--- src/rtl/btd_pkg.sv ---
// Shared definitions for the binary-to-BCD converter block.
// Contents:
//   state_t     - converter FSM states (IDLE, CONV, FIN)
//   DIGIT_W     - width of one BCD digit
//   ADD3_THRESH - a digit at or above this value gets ADD3_VAL before the shift
//   ADD3_VAL    - double-dabble correction amount
//   BCD_NINE    - digit value used to build the saturated result
package btd_pkg;

  typedef enum logic [1:0] {
    IDLE = 2'd0,
    CONV = 2'd1,
    FIN  = 2'd2
  } state_t;

  localparam int         DIGIT_W     = 4;
  localparam logic [3:0] ADD3_THRESH = 4'd5;
  localparam logic [3:0] ADD3_VAL    = 4'd3;
  localparam logic [3:0] BCD_NINE    = 4'd9;

endpackage

--- src/rtl/bcd_dabble_step.sv ---
// One combinational double-dabble step: every BCD digit >= 5 gets +3, then
// the {bcd, bin} concatenation shifts left by one bit.
// Ports:
//   i_bcd   [4*DIGITS-1:0] working BCD value
//   i_bin   [N-1:0]        working binary value (MSB is consumed next)
//   o_bcd   [4*DIGITS-1:0] corrected and shifted BCD value
//   o_bin   [N-1:0]        shifted binary value (zero enters at bit 0)
//   o_carry                bit shifted out of the top digit (overflow indicator)
module bcd_dabble_step
  import btd_pkg::*;
#(
  parameter int N      = 20,
  parameter int DIGITS = 6
) (
  input  logic [DIGIT_W*DIGITS-1:0] i_bcd,
  input  logic [N-1:0]              i_bin,
  output logic [DIGIT_W*DIGITS-1:0] o_bcd,
  output logic [N-1:0]              o_bin,
  output logic                      o_carry
);

  logic [DIGIT_W*DIGITS-1:0] w_corr;

  // Correction stays inside each 4-bit digit; the largest corrected value
  // is 9+3=12, so no carry ever crosses into the neighbouring digit.
  for (genvar g = 0; g < DIGITS; g++) begin : g_digit
    logic [DIGIT_W-1:0] w_d;
    assign w_d = i_bcd[g*DIGIT_W +: DIGIT_W];
    assign w_corr[g*DIGIT_W +: DIGIT_W] = (w_d >= ADD3_THRESH) ? (w_d + ADD3_VAL) : w_d;
  end

  assign o_carry = w_corr[DIGIT_W*DIGITS-1];
  assign o_bcd   = {w_corr[DIGIT_W*DIGITS-2:0], i_bin[N-1]};
  assign o_bin   = {i_bin[N-2:0], 1'b0};

endmodule

--- src/rtl/bcd_conv_arbiter.sv ---
// Sequential binary-to-BCD converter shared by two requesters with
// round-robin arbitration. A conversion takes N shift steps followed by one
// result cycle; the result is held until the next conversion completes.
// Values >= 10^DIGITS saturate to all nines and raise overflow.
// Ports:
//   clk, rst   rising-edge clock, asynchronous active-high reset
//   req[1:0]   request per requester; held with bin_k stable until ack[k]
//   bin0, bin1 binary operands of requester 0 / 1
//   ack[1:0]   one-cycle pulse: request k was captured
//   busy       conversion in progress (CONV or FIN)
//   done       one-cycle pulse: bcd_out/done_id/overflow updated
//   done_id    requester served by the latest result
//   bcd_out    packed BCD result, digit 0 in bits [3:0]
//   overflow   latest result did not fit in DIGITS digits
//   dbg_state  current FSM state (state_t encoding) for observation
//
// Handshake: a requester raises req[k] with bin_k stable and keeps both until
// it sees ack[k]; the value is sampled on the edge before the ack pulse, so
// bin_k may change from the ack cycle on. Dropping req[k] before ack
// withdraws the request. Requests are only looked at while IDLE.
module bcd_conv_arbiter
  import btd_pkg::*;
#(
  parameter int N      = 20,
  parameter int DIGITS = 6
) (
  input  logic                      clk,
  input  logic                      rst,
  input  logic [1:0]                req,
  input  logic [N-1:0]              bin0,
  input  logic [N-1:0]              bin1,
  output logic [1:0]                ack,
  output logic                      busy,
  output logic                      done,
  output logic                      done_id,
  output logic [DIGIT_W*DIGITS-1:0] bcd_out,
  output logic                      overflow,
  output logic [1:0]                dbg_state
);

  localparam int BCD_W = DIGIT_W * DIGITS;
  localparam int CNT_W = (N > 1) ? $clog2(N) : 1;
  localparam logic [BCD_W-1:0] BCD_SAT = {DIGITS{BCD_NINE}};

  state_t           r_state;
  state_t           w_next;
  logic [N-1:0]     r_bin;
  logic [BCD_W-1:0] r_bcd;
  logic [CNT_W-1:0] r_cnt;
  logic             r_ovf;
  logic             r_last;
  logic             r_id;

  logic             w_grant;
  logic             w_pick;
  logic             w_last_step;
  logic [N-1:0]     w_bin_nxt;
  logic [BCD_W-1:0] w_bcd_nxt;
  logic             w_carry;
  logic             w_ovf_nxt;

  bcd_dabble_step #(
    .N      (N),
    .DIGITS (DIGITS)
  ) u_step (
    .i_bcd   (r_bcd),
    .i_bin   (r_bin),
    .o_bcd   (w_bcd_nxt),
    .o_bin   (w_bin_nxt),
    .o_carry (w_carry)
  );

  assign w_last_step = (r_cnt == CNT_W'(N - 1));
  assign w_ovf_nxt   = r_ovf | w_carry;
  assign busy        = (r_state != IDLE);
  assign dbg_state   = r_state;

  // Next state and arbitration. On a tie the requester that was not served
  // last wins; a single requester always wins.
  always_comb begin
    w_next  = r_state;
    w_grant = 1'b0;
    w_pick  = 1'b0;
    case (r_state)
      IDLE: begin
        if (req != 2'b00) begin
          w_grant = 1'b1;
          w_pick  = (req == 2'b11) ? ~r_last : req[1];
          w_next  = CONV;
        end
      end
      CONV:    if (w_last_step) w_next = FIN;
      FIN:     w_next = IDLE;
      default: w_next = IDLE;
    endcase
  end

  always_ff @(posedge clk or posedge rst) begin
    if (rst) r_state <= IDLE;
    else     r_state <= w_next;
  end

  // Datapath and registered outputs. The result is registered on the edge
  // that performs the final shift, so done is high during the FIN cycle.
  always_ff @(posedge clk or posedge rst) begin
    if (rst) begin
      r_bin    <= '0;
      r_bcd    <= '0;
      r_cnt    <= '0;
      r_ovf    <= 1'b0;
      r_last   <= 1'b1;
      r_id     <= 1'b0;
      ack      <= 2'b00;
      done     <= 1'b0;
      done_id  <= 1'b0;
      bcd_out  <= '0;
      overflow <= 1'b0;
    end else begin
      ack  <= 2'b00;
      done <= 1'b0;
      if (w_grant) begin
        r_bin  <= w_pick ? bin1 : bin0;
        r_bcd  <= '0;
        r_cnt  <= '0;
        r_ovf  <= 1'b0;
        r_last <= w_pick;
        r_id   <= w_pick;
        ack    <= w_pick ? 2'b10 : 2'b01;
      end else if (r_state == CONV) begin
        r_bin <= w_bin_nxt;
        r_bcd <= w_bcd_nxt;
        r_ovf <= w_ovf_nxt;
        r_cnt <= r_cnt + CNT_W'(1);
        if (w_last_step) begin
          done     <= 1'b1;
          bcd_out  <= w_ovf_nxt ? BCD_SAT : w_bcd_nxt;
          overflow <= w_ovf_nxt;
          done_id  <= r_id;
        end
      end
    end
  end

endmodule

--- config.mk ---
export PLATFORM = sky130hd
export DESIGN_NAME = bcd_conv_arbiter
export DESIGN_NICKNAME = d
export VERILOG_FILES = /design/src/rtl/btd_pkg.sv /design/src/rtl/bcd_dabble_step.sv /design/src/rtl/bcd_conv_arbiter.sv
export SDC_FILE = /design/constraint.sdc
export NUM_CORES = 1
export LEC_CHECK = 0
export ABC_CLOCK_PERIOD_IN_PS = 5300
export BUFFER_PORTS_ARGS = -buffer_cell sky130_fd_sc_hd__buf_4
export CORE_ASPECT_RATIO = 0.6
export CORE_UTILIZATION = 55
export CTS_CLUSTER_DIAMETER = 100
export DETAILED_ROUTE_END_ITERATION = 7
export MAX_ROUTING_LAYER = met4
export PLACE_DENSITY_LB_ADDON = 0.15
export SYNTH_ARGS = -nofsm -noshare
export SYNTH_HDL_FRONTEND = slang
export SYNTH_HIERARCHICAL = 1
export SYNTH_SLANG_ARGS = --single-unit
--- constraint.sdc ---
create_clock -name clk -period 5.3 [get_ports clk]
set_input_delay 0.265 -clock clk [delete_from_list [all_inputs] [get_ports clk]]
set_output_delay 0.265 -clock clk [all_outputs]
set_load 0.005 [all_outputs]
## Word level (Yosys, flattened, before mapping)

Index checks and enable logic that the tools add are counted.

- Bits in registers: 83
- Input port bits: 44
- Output and inout port bits: 32
- Logic and storage cells: 68

- $add $sub $neg: 7
- $lt $le $gt $ge: 6
- Equal/unequal tests: 5
- Muxes and demuxes: 29
- Bitwise operators: 3
- Reductions and logical operators: 6

Operator list:

| kind | count |
|---|---|
| $mux W24 | 3 |
| $mux W20 | 3 |
| $add A4 B2 Y4 const B | 6 |
| $ge A4 B3 Y1 const B | 6 |
| $mux W4 | 6 |
| $mux W1 | 10 |
| $mux W5 | 2 |
| $mux W2 | 4 |
| $reduce_bool A2 Y1 | 3 |
| $add A5 B1 Y5 const B | 1 |
| $eq A5 B5 Y1 const B | 1 |
| $ne A2 B2 Y1 const B | 2 |
| $pmux W2 S2 | 1 |
| $reduce_and A3 Y1 | 1 |
| $eq A2 B1 Y1 const B | 1 |
| $eq A2 B2 Y1 const B | 1 |
| $logic_not A2 Y1 | 1 |
| $not A1 Y1 | 2 |
| $reduce_and A2 Y1 | 1 |
| $or A1 B1 Y1 | 1 |

## Longest topological paths before layout

Gate-level depths: netlist (run 1).

- Depth after elaboration: 6
- Gate-level depth with buffers: 8
- Gate-level depth less buffers: 8

## Hierarchy

The synthesis (run 1) kept the hierarchy.

Modules (own cells, without submodules):

| module | times used | cells each | area each (µm²) | sequential area each (µm²) |
|---|---|---|---|---|
| bcd_conv_arbiter | 1 | 307 | 3,538.4 | 2,078.2 |
| bcd_dabble_step | 1 | 118 | 769.5 | 0.0 |

## Least setup slack after synthesis (run 1)

OpenSTA, ideal clock, no wires.

- Path type: reg-to-reg
- Start point: reg r_bcd[20]
- End point: reg bcd_out[18]
- Setup time: 0.122 ns
- Arrival time: 1.597 ns
- Data required time: 5.178 ns
- Path slack: 3.581 ns
- Cell stages (with the launch flop): 9
- Buffers on the path: 1
- Period minus slack after synthesis: 1.719 ns
- Cells stage by stage: dfrtp_1 > inv_1 > ha_1 > nand2b_1 > nand2b_1 > o21ai_1 > nor3_2 > buf_2 > a32o_1

- Longest elaborated chain between the ends: 4
- Elaborated cells on any way between the ends: 5
- Those cells by class: add/sub: 1; order compare: 1; mux: 2; bitwise: 1

RTL lines:

| item | RTL line | source |
|---|---|---|
| start, declared | bcd_conv_arbiter.sv:48 | `logic [BCD_W-1:0] r_bcd;` |
| start signal, assigned | bcd_conv_arbiter.sv:131 | `r_bcd <= w_bcd_nxt;` |
| $add A4 B2 Y4 / $ge A4 B3 Y1 (equally long branches) | bcd_dabble_step.sv:29 | `assign w_corr[g*DIGIT_W +: DIGIT_W] = (w_d >= ADD3_THRESH) ? (w_d + ADD3_VAL) : w_d;` |
| $mux W4 (*) | bcd_dabble_step.sv:29 |  |
| net w_carry | bcd_conv_arbiter.sv:59 | `logic w_carry;` |
| $or A1 B1 Y1 (*) | bcd_conv_arbiter.sv:74 | `assign w_ovf_nxt = r_ovf \| w_carry;` |
| $mux W24 (*) | bcd_conv_arbiter.sv:136 | `bcd_out <= w_ovf_nxt ? BCD_SAT : w_bcd_nxt;` |
| end signal, assigned | bcd_conv_arbiter.sv:136 |  |
| end, declared | bcd_conv_arbiter.sv:36 | `output logic [DIGIT_W*DIGITS-1:0] bcd_out,` |

Mark *: on every way through the listed nets, which the timed path passes. The rest lies on a longest branch.
A chain may end at the register's enable or synchronous reset.

## Worst setup path in the final report (run 1)

- Start point: reg r_state[0], in the netlist dbg_state[0]
- End point: reg r_bin[12]

- Longest elaborated chain between the ends: 4
- Elaborated cells on any way between the ends: 7
- Those cells by class: eq/ne: 1; mux: 4; reduce/logical: 2

RTL lines:

| item | RTL line | source |
|---|---|---|
| start, declared | bcd_conv_arbiter.sv:45 | `state_t r_state;` |
| start signal, assigned | bcd_conv_arbiter.sv:100 | `else r_state <= w_next;` |
| $logic_not A2 Y1 | bcd_conv_arbiter.sv:84 | `case (r_state)` |
| $mux W1 | bcd_conv_arbiter.sv:84 |  |
| $mux W20 | bcd_conv_arbiter.sv:122 | `r_bin <= w_pick ? bin1 : bin0;` |
| $mux W20 | bcd_conv_arbiter.sv:121 | `if (w_grant) begin` |
| end signal, assigned | bcd_conv_arbiter.sv:122 |  |
| end signal, assigned | bcd_conv_arbiter.sv:130 | `r_bin <= w_bin_nxt;` |
| end, declared | bcd_conv_arbiter.sv:47 | `logic [N-1:0] r_bin;` |

Parallel ways exist; a longest one is shown, timed or not.

==> results of run 1 <==
-- report_power, final --
group          switching [mW]  total [mW]  internal [mW]
logic                   0.610        1.23          0.624
registers               0.241        1.15          0.913
clock network           0.229       0.643          0.414
total                    1.08        3.03           1.95
-- flip-flops by register name, indices dropped and copies added, names as in the netlist --
register / cells
ack: 2
bcd_out: 24
dbg_state: 2
done: 1
done_id: 1
overflow: 1
r_bcd: 24
r_bin: 20
r_cnt: 5
r_id: 1
r_last: 1
r_ovf: 1
-- layer usage --
| layer | vias to the layer above | share of wire, % | global-route usage (%) |
|---|---|---|---|
| li1 | 1586 | - | - |
| met3 | 8 | 5.5 | 7.03 |
| met2 | 83 | 44 | 33.1 |
| met5 | - | 0 | - |
| met4 | 0 | 0.56 | 5.56 |
| met1 | 1605 | 50 | 38.8 |
-- worst min path at each step --
stage | end | slack, ps
after CTS | r_bin[1] | 210
after detailed placement | r_id | 470
after floorplan | r_last | 410
after global routing | r_bin[3] | 230
final | r_bin[3] | 230
after global placement | r_id | 470
-- logic make-up after synthesis --
kind of cell | count (synthesis)
and+or+nand+nor | 115
adders and majority gates | 13
other | 1
AOI/OAI and AO/OA | 136
DFF | 83
muxes | 7
buffers and inverters | 62
xor gates and xnor gates | 8
-- critical path: cells and delay by family (launching register included) --
kind               cells  cell delay [ps]
AOI/OAI and AO/OA      1              220
and+or+nand+nor        2             1440
DFF                    1              890
-- layout by cell type (no fill, tap or decap), types with 7 or more instances in the layout --
master / Yosys / routed
a21oi_1: 24 / 24
a22o_1: 12 / 12
a22oi_1: 8 / 8
a2bb2oi_1: 20 / 20
a32o_1: 12 / 12
and2_1: 14 / 14
buf_4: 27 / 77
clkbuf_16: 0 / 9
dfrtp_1: 82 / 82
ha_1: 13 / 13
inv_1: 13 / 12
nand2_1: 56 / 56
nand2b_1: 14 / 14
nor2_1: 13 / 13
o21ai_0: 7 / 7
o21ai_1: 23 / 23
o221ai_1: 12 / 12
o22a_1: 9 / 9
-- area by class of cell --
type / instances / area share (%)
clock inverter: 1 / 0.596
timing repair buffer: 77 / 11.5
tap: 104 / 2.58
inverter: 17 / 1.34
sequential: 83 / 41.3
clock buffer: 14 / 5.64
multi-input combinational: 280 / 37.1
==> summary.md, run 1 <==
| Metric | Value |
|---|---|
| Critical path class | flip-flop to flip-flop |
| CTS sink count | 83 |
| Crit path to | r_bin[12] |
| Most used flip-flop cell after synthesis | dfrtp_1 |
| Hold slack | 229 ps |
| Deepest clock path buffer count | 2 |
| Hpwl dp | 6.25 mm |
| Fillers | 571 |
| Max cap viols | 0 |
| PD cells | 602 mW/mm^2 |
| Synth Instances | 425 |
| DP Area | 0.00472 sq mm |
| Final Setup Violations | 0 |
| Core area | 0.00742 sq mm |
| Post-synth top cells | dfrtp_1 (82), nand2_1 (56), buf_4 (27), a21oi_1 (24), o21ai_1 (23) |
| Hold Crit Class | primary input to flip-flop |
| Worst flop-to-flop path endpoint | r_bin[12] |
| Post-synth EDFFs | 0 |
| Cell Count, Final, Fillers Out | 576 |
| Area growth syn-to-layout | 16.9% |
| Die footprint | 0.00820 sq mm |
| Final hold vios | 0 |
| Mux share of post-synthesis cell area | 1.66% |
| Post-synthesis xor/xnor area fraction | 1.63% |
| CTS tree | done |
| Clk Latency, worst-skew pair | 330 ps |
| Nature of the critical path endpoint | flip-flop |
| Sequential area share after synthesis | 48.2% |
| Cell area after layout | 0.00503 sq mm |
| Ant diodes | 0 |
| Synth Area in Simple Gates | 13.1% |
| Worst Max-Slew Pin Slew | 1020 ps |
| Fraction of registers with async set/reset | 100% |
| Largest family of logic cells by synthesized area | compound AO/OA/AOI/OAI gates |
| Root Buffer | clkbuf_16 |
| Status | complete, no violations |
| Global route total overflow | 0 |
| Leak | 2.33 nW |
| Area contributors post-synth | dfrtp_1 (48%), nand2_1 (4.9%), buf_4 (4.7%) |
| Min cycle time layout | 2640 ps |
| GPL Wtd Cong | 0.806 |
| Violation count after the first detailed-route iteration | 208 |
| Final worst slack | 2660 ps |
| Max_slew headroom | 31.9% |
| Worst Reg-to-Reg Cells | 3 |
| Launch point of the worst path | dbg_state[0] |
| Cell area after synthesis | 0.00431 sq mm |
| Hold Path Depth | 3 |
| Yosys warnings | 6 |
| Antenna viol nets, final | 0 |
| IO Port Bufs | 75 |
| RSZ-0062 raised after global routing | no |
| CP Max Fanout | 25 |
| DP Worst Slack | 2730 ps |
| DR WL/cell | 16.2 um |
| CP peak stage delay | 890 ps |
| Unique masters post-synth | 45 |
| Setup TNS Final | 0 ps |
| Proportion of layout cells with a drive suffix above 1 | 23.5% |
| Max VDD drop | 0.313 mV |
| Compound-Gate Fraction of Synth Area | 23.1% |
| CP Launch Type | flip-flop |
| Final WL | 9.36 mm |
| CTS clock-pin slew for the worst setup and hold paths | 60 ps |
| Adder-Cell Fraction of Synth Area | 3.78% |
| Top Ports | 76 |
| Drt pass-1 iters | 4 |
| First-pass GRT wire length | 15.2 mm |
| CP Data Arrival Time | 2880 ps |
| Register area | 0.00208 sq mm |
| Worst path required time | 5540 ps |
| CP max stage cell | dfrtp_1 |
| R2r startpoint | dbg_state[0] |
| Die width | 116 um |
| Post_cts resized | 0 |
| Final Cycle Share | 49.8% |
| Largest net degree at the start of global routing | 84 |
| Syn nets | 482 |
| #FFs+latches synth | 83 |
| Setup slack, reg-to-reg | 2660 ps |
| Synth top area share | 47.6% |
| Final-report max-slew violation count | 0 |
| Vias in the first global route | 3011 |
| Footprint of the multi-input gates | 0.00187 sq mm |
| Max frequency | 0.379 GHz |
| # DRC | 0 |
| Final Skew | 5.15 ps |
| FP Rows | 24 |
| Leading area contributor after synthesis | dfrtp_1 |
| DR vias | 3282 |
| Antenna violations before repair | 0 |
| Mapped Avg Cell Area | 10.1 sq um |
| CTS buffer count | 9 |
| CTS Hold Bufs | 0 |
| Total GRT Usage | 25.3% |
| Initial Util | 58.1% |
| Placed insts | 561 |
| Die height | 70.6 um |
| Worst Hold Launch | bin1[3] |
| Vias per cell | 5.70 |
| Final cell utilization of the core | 67.9% |
| CP cell instances | nand2b_1, nand2_1, a2bb2oi_1 |
| Nets | 525 |
| H-tree depth | 3 |
| Count leader, synth | dfrtp_1 |
| Overall power | 3.03 mW |
| Setup repair bufs after CTS | 0 |
(Power assumes the default switching activity.)
==> run 2, diff against run 1 <==
Settings changed: ABC_CLOCK_PERIOD_IN_PS 5300 to 2700.
Clock period 5.3 ns to 2.7 ns, I/O delays scaled along.
==> run 2 against run 1 <==
Cell count grew 1.2%. Routed wire length rose by 4.6%. First-iteration DRC count grew 37%. Clock power increased by 110%. Worst setup slack got worse by 2000 ps. Global-route usage grew 1.1 points. Power is 100% higher. Sequential power up 96%. Core utilization is 0.84 points higher. Via count is 3.0% higher.
==> summary.md, run 2 (same netlist as run 1, synthesis figures left out) <==
| Metric | Value |
|---|---|
| IO Port Bufs | 75 |
| Violation count after the first detailed-route iteration | 284 |
| Area growth syn-to-layout | 18.3% |
| CTS sink count | 83 |
| Leak | 2.36 nW |
| Final Cycle Share | 76.6% |
| Total GRT Usage | 26.4% |
| Most frequent cells in the layout | dfrtp_1 (82), buf_4 (82), nand2_1 (56) |
| CP cell instances | ha_1, nand2b_1, nand2b_1, o21ai_1, nor3_2, nand2_2, o22a_1 |
| Hold Crit Class | primary input to flip-flop |
| PD cells | 1190 mW/mm^2 |
| First-pass GRT wire length | 15.8 mm |
| WP buf/inv | 0 |
| CP max stage cell | nor3_2 |
| Die footprint | 0.00820 sq mm |
| CP Max Fanout | 10 |
| Final hold vios | 0 |
| Setup TNS Final | 0 ps |
| Critical Path Most Common Cell | nand2b_1 |
| Vias per cell | 5.80 |
| Root Buffer | clkbuf_16 |
| Global route total overflow | 0 |
| Max cap viols | 0 |
| Post_cts resized | 0 |
| # DRC | 0 |
| Initial Util | 58.1% |
| Footprint of the multi-input gates | 0.00187 sq mm |
| FP Rows | 24 |
| Cell area after layout | 0.00510 sq mm |
| RSZ-0062 raised after global routing | no |
| Final-report max-slew violation count | 0 |
| Final Setup Violations | 0 |
| Critical path class | flip-flop to flip-flop |
| Fillers | 585 |
| CP peak stage delay | 430 ps |
| Status | complete, no violations |
| H-tree depth | 3 |
| CTS clock-pin slew for the worst setup and hold paths | 60 ps |
| Delay-heaviest family, CP | simple AND/OR/NAND/NOR gates |
| Max_slew headroom | 50.5% |
| DR vias | 3382 |
| Nets | 531 |
| Top Ports | 76 |
| Proportion of layout cells with a drive suffix above 1 | 24.4% |
| Final WL | 9.79 mm |
| Final Skew | 3.73 ps |
| Hpwl dp | 6.59 mm |
| Largest registers | bcd_out x24, r_bcd x24, r_bin x20 |
| Antenna violations before repair | 0 |
| Ant diodes | 0 |
| Worst Max-Slew Pin Slew | 741 ps |
| Largest net degree at the start of global routing | 42 |
| CTS buffer count | 9 |
| Die width | 116 um |
| Antenna viol nets, final | 0 |
| Nature of the critical path endpoint | flip-flop |
| Max frequency | 0.484 GHz |
| Core area | 0.00742 sq mm |
| GPL Wtd Cong | 0.842 |
| CP Data Arrival Time | 2290 ps |
| DP Area | 0.00476 sq mm |
| Vias in the first global route | 3175 |
| DR WL/cell | 16.8 um |
| Drt pass-1 iters | 5 |
| CP Launch Type | flip-flop |
| Min cycle time layout | 2070 ps |
| Die height | 70.6 um |
| CTS tree | done |
| Worst path required time | 2920 ps |
| Max VDD drop | 0.862 mV |
| Clk Latency, worst-skew pair | 340 ps |
| Register area | 0.00208 sq mm |
| Deepest clock path buffer count | 2 |
## run 2: worst paths after layout
kind                        startpoint          end  slack, ps  depth (start not counted)
setup reg to reg             r_bcd[20]   bcd_out[0]        630                          7
hold reg to reg            bcd_out[14]  bcd_out[14]        490                          1
hold / removal                 bin1[0]     r_bin[0]         90                          3
max in group asynchronous          rst       r_last       1600                          4
setup / recovery             r_bcd[20]   bcd_out[0]        630                          7
min in group asynchronous          rst  bcd_out[19]        350                          3
## run 2: area by class of cell
type | count | area share, %
clock buffer | 12 | 5.03
clock inverter | 4 | 1.42
inverter | 17 | 1.33
multi-input combinational | 280 | 36.6
sequential | 83 | 40.8
tap | 104 | 2.55
timing repair buffer | 83 | 12.3
## run 2: power by group
| part | switching (mW) | leakage (nW) | total, mW | internal, mW |
|---|---|---|---|---|
| registers | 0.462 | 1.03 | 2.25 | 1.79 |
| logic | 1.23 | 1.18 | 2.47 | 1.24 |
| clock network | 0.479 | 0.159 | 1.34 | 0.859 |
## run 2: worst min-delay path, cell delays in order
cell and delay, ps:
buf_4 80, a21oi_1 50, a2bb2oi_1 120
## run 2: what timing repair did
item	CTS	global route
endpoints found under the hold margin	20	0
buffers inserted	0	0
hold buffers	1	0
## run 2: routing by layer
metal	wire [um]	track usage, %	vias up
met5	0	-	-
met4	78	6.98	0
met3	566	6.34	8
met2	4340	36.0	96
met1	4800	39.3	1691
li1	-	-	1587
## run 2: metrics by stage
stage | std cells | setup WS [ps] | utilization, % | power [mW] | hold WS, ps
CTS | 583 | 635 | 68.7 | 6.07 | 77.6
detailed placement | 566 | 638 | 64.2 | 4.69 | 140
finish | 583 | 632 | 68.7 | 6.06 | 87.9
global placement | 566 | 778 | 64.2 | 4.60 | 131
global route | 583 | 451 | 68.7 | 6.49 | 97.4
floorplan | 425 | 430 | - | 4.10 | 281
==> run 3, diff against run 2 <==
Settings changed: ABC_CLOCK_PERIOD_IN_PS 2700 to 1850, CORE_UTILIZATION 55 to 51.
Clock period 2.7 ns to 1.85 ns, I/O delays scaled along.
==> run 3 against run 2 <==
Core utilization shrank 4.4 points. Fmax grew 20%. Sequential share of layout area shrank 0.54 points. Cell count grew 2.2%. Combinational power grew 53%. Non-clock buffer count grew 8. Power grew 45%. Critical path type unchanged. Largest cell class unchanged. Largest power group unchanged. Highest routed layer unchanged.
==> summary.md, run 3 (same netlist as run 1, synthesis figures left out) <==
| Metric | Value |
|---|---|
| Status | complete, no violations |
| Leak | 2.39 nW |
| Max cap viols | 0 |
| Final Skew | 7.86 ps |
| Die width | 121 um |
| Reg power frac | 37.4% |
| DP Worst Slack | 96.0 ps |
| Total GRT Usage | 25.3% |
| Worst path required time | 2060 ps |
| Critical path class | flip-flop to flip-flop |
| Setup TNS Final | 0 ps |
| Global route total overflow | 0 |
| First-pass GRT wire length | 16.3 mm |
| CTS buffer count | 9 |
| Max frequency | 0.580 GHz |
| Final hold vios | 0 |
| H-tree depth | 3 |
| Max VDD drop | 0.857 mV |
| CTS clock-pin slew for the worst setup and hold paths | 60 ps |
| Top Ports | 76 |
| Final Cycle Share | 93.2% |
| Vias in the first global route | 3284 |
| CTS sink count | 83 |
| Drt pass-1 iters | 4 |
| GPL Wtd Cong | 0.747 |
| Final-report max-slew violation count | 0 |
| Die height | 73.2 um |
| Final WL | 10.2 mm |
| Logic pwr share | 42.8% |
| Max_slew headroom | 60.9% |
| RSZ-0062 raised after global routing | no |
| Nets | 540 |
| Hpwl dp | 6.89 mm |
| DR WL/cell | 17.1 um |
| Sw power | 3.20 mW |
| Min cycle time layout | 1720 ps |
| Hold Crit Class | primary input to flip-flop |
| Largest net degree at the start of global routing | 44 |
| CTS tree | done |
| CP Max Fanout | 5 |
| IO Port Bufs | 75 |
| Final Setup Violations | 0 |
| CP Launch Type | flip-flop |
| Int Pwr | 5.60 mW |
| Area growth syn-to-layout | 20.0% |
| DR vias | 3416 |
| Most frequent cells in the layout | buf_4 (87), dfrtp_1 (81), nand2_1 (56) |
| Proportion of layout cells with a drive suffix above 1 | 26.2% |
| Deepest clock path buffer count | 2 |
| Final worst slack | 126 ps |
| Commonest non-fill, non-tap cell in the layout | buf_4 |
| Worst Max-Slew Pin Slew | 583 ps |
| Final cell utilization of the core | 64.3% |
| # DRC | 0 |
| Fillers | 650 |
| Clk Latency, worst-skew pair | 340 ps |
| Clock power frac | 19.8% |
| Sw frac | 36.3% |
| CP Data Arrival Time | 1940 ps |
| Nature of the critical path endpoint | flip-flop |
| PD cells | 1700 mW/mm^2 |
| Antenna violations before repair | 0 |
| Largest registers | bcd_out x24, r_bcd x24, r_bin x20 |
| Die footprint | 0.00883 sq mm |
| Vias per cell | 5.73 |
| Violation count after the first detailed-route iteration | 234 |
| Root Buffer | clkbuf_16 |
| Core area | 0.00804 sq mm |
| Antenna viol nets, final | 0 |
| FP Rows | 25 |
| Ant diodes | 0 |
| Initial Util | 53.6% |
## run 3: cell type report
type / instances / area [sq um] / share of cell area, %
Timing Repair Buffer: 91 / 714 / 13.8
Multi-Input combinational cell: 281 / 1880 / 36.4
Clock buffer: 13 / 250 / 4.84
Sequential cell: 83 / 2080 / 40.2
Tap cell: 108 / 135 / 2.61
Inverter: 17 / 70.1 / 1.36
Clock inverter: 3 / 40.0 / 0.775
## run 3: worst paths after layout
check,start,end,slack [ps],cells after the start
min in group asynchronous,rst,r_bcd[10],350,3
hold reg to reg,r_id,r_id,490,1
setup reg to reg,r_bcd[20],bcd_out[20],130,8
max in group asynchronous,rst,r_last,820,4
hold / removal,bin1[3],r_bin[3],50,3
setup / recovery,r_bcd[20],bcd_out[20],130,8
## run 3: repair_timing
| action | 4_1_cts | 5_1_grt |
|---|---|---|
| hold endpoints to repair | 20 | 0 |
| hold buffers | 1 | 0 |
| resized for setup | 0 | 6 |
| setup endpoints to repair | 0 | 22 |
| buffers inserted | 0 | 3 |
## run 3: power groups by stage
stage,logic (mW),clock network (mW),registers [mW]
floorplan,2.84,0,3.14
global placement,3.51,0,3.26
detailed placement,3.67,0,3.28
CTS,3.70,1.79,3.27
global route,4.17,1.87,3.41
finish,3.77,1.75,3.29
## run 3: per-stage QoR
step | instance area [sq um] | cells | power [mW] | hold WS (ps)
floorplan | 4310 | 425 | 5.98 | 239
global placement | 4830 | 575 | 6.77 | 151
detailed placement | 4830 | 575 | 6.95 | 151
CTS | 5130 | 592 | 8.76 | 36.5
global route | 5170 | 596 | 9.44 | 54.4
finish | 5170 | 596 | 8.80 | 45.5
## run 3: routing by layer
metal	wire (um)	vias up	GRT usage, %	share of wire (%)
met5	0	-	-	0
met4	137	0	8.23	1.3
met3	602	12	7.66	5.9
met2	4520	98	35.6	44
met1	4950	1694	34.8	48
li1	-	1612	-	-
## run 3: worst max-delay path: stages (launching register included)
cell and delay, ps:
dfrtp_2 430, ha_1 200, nand2b_1 160, nand2b_1 100, o21ai_2 80, nor3_2 160, buf_4 160, nand2_2 110
o22a_1 210
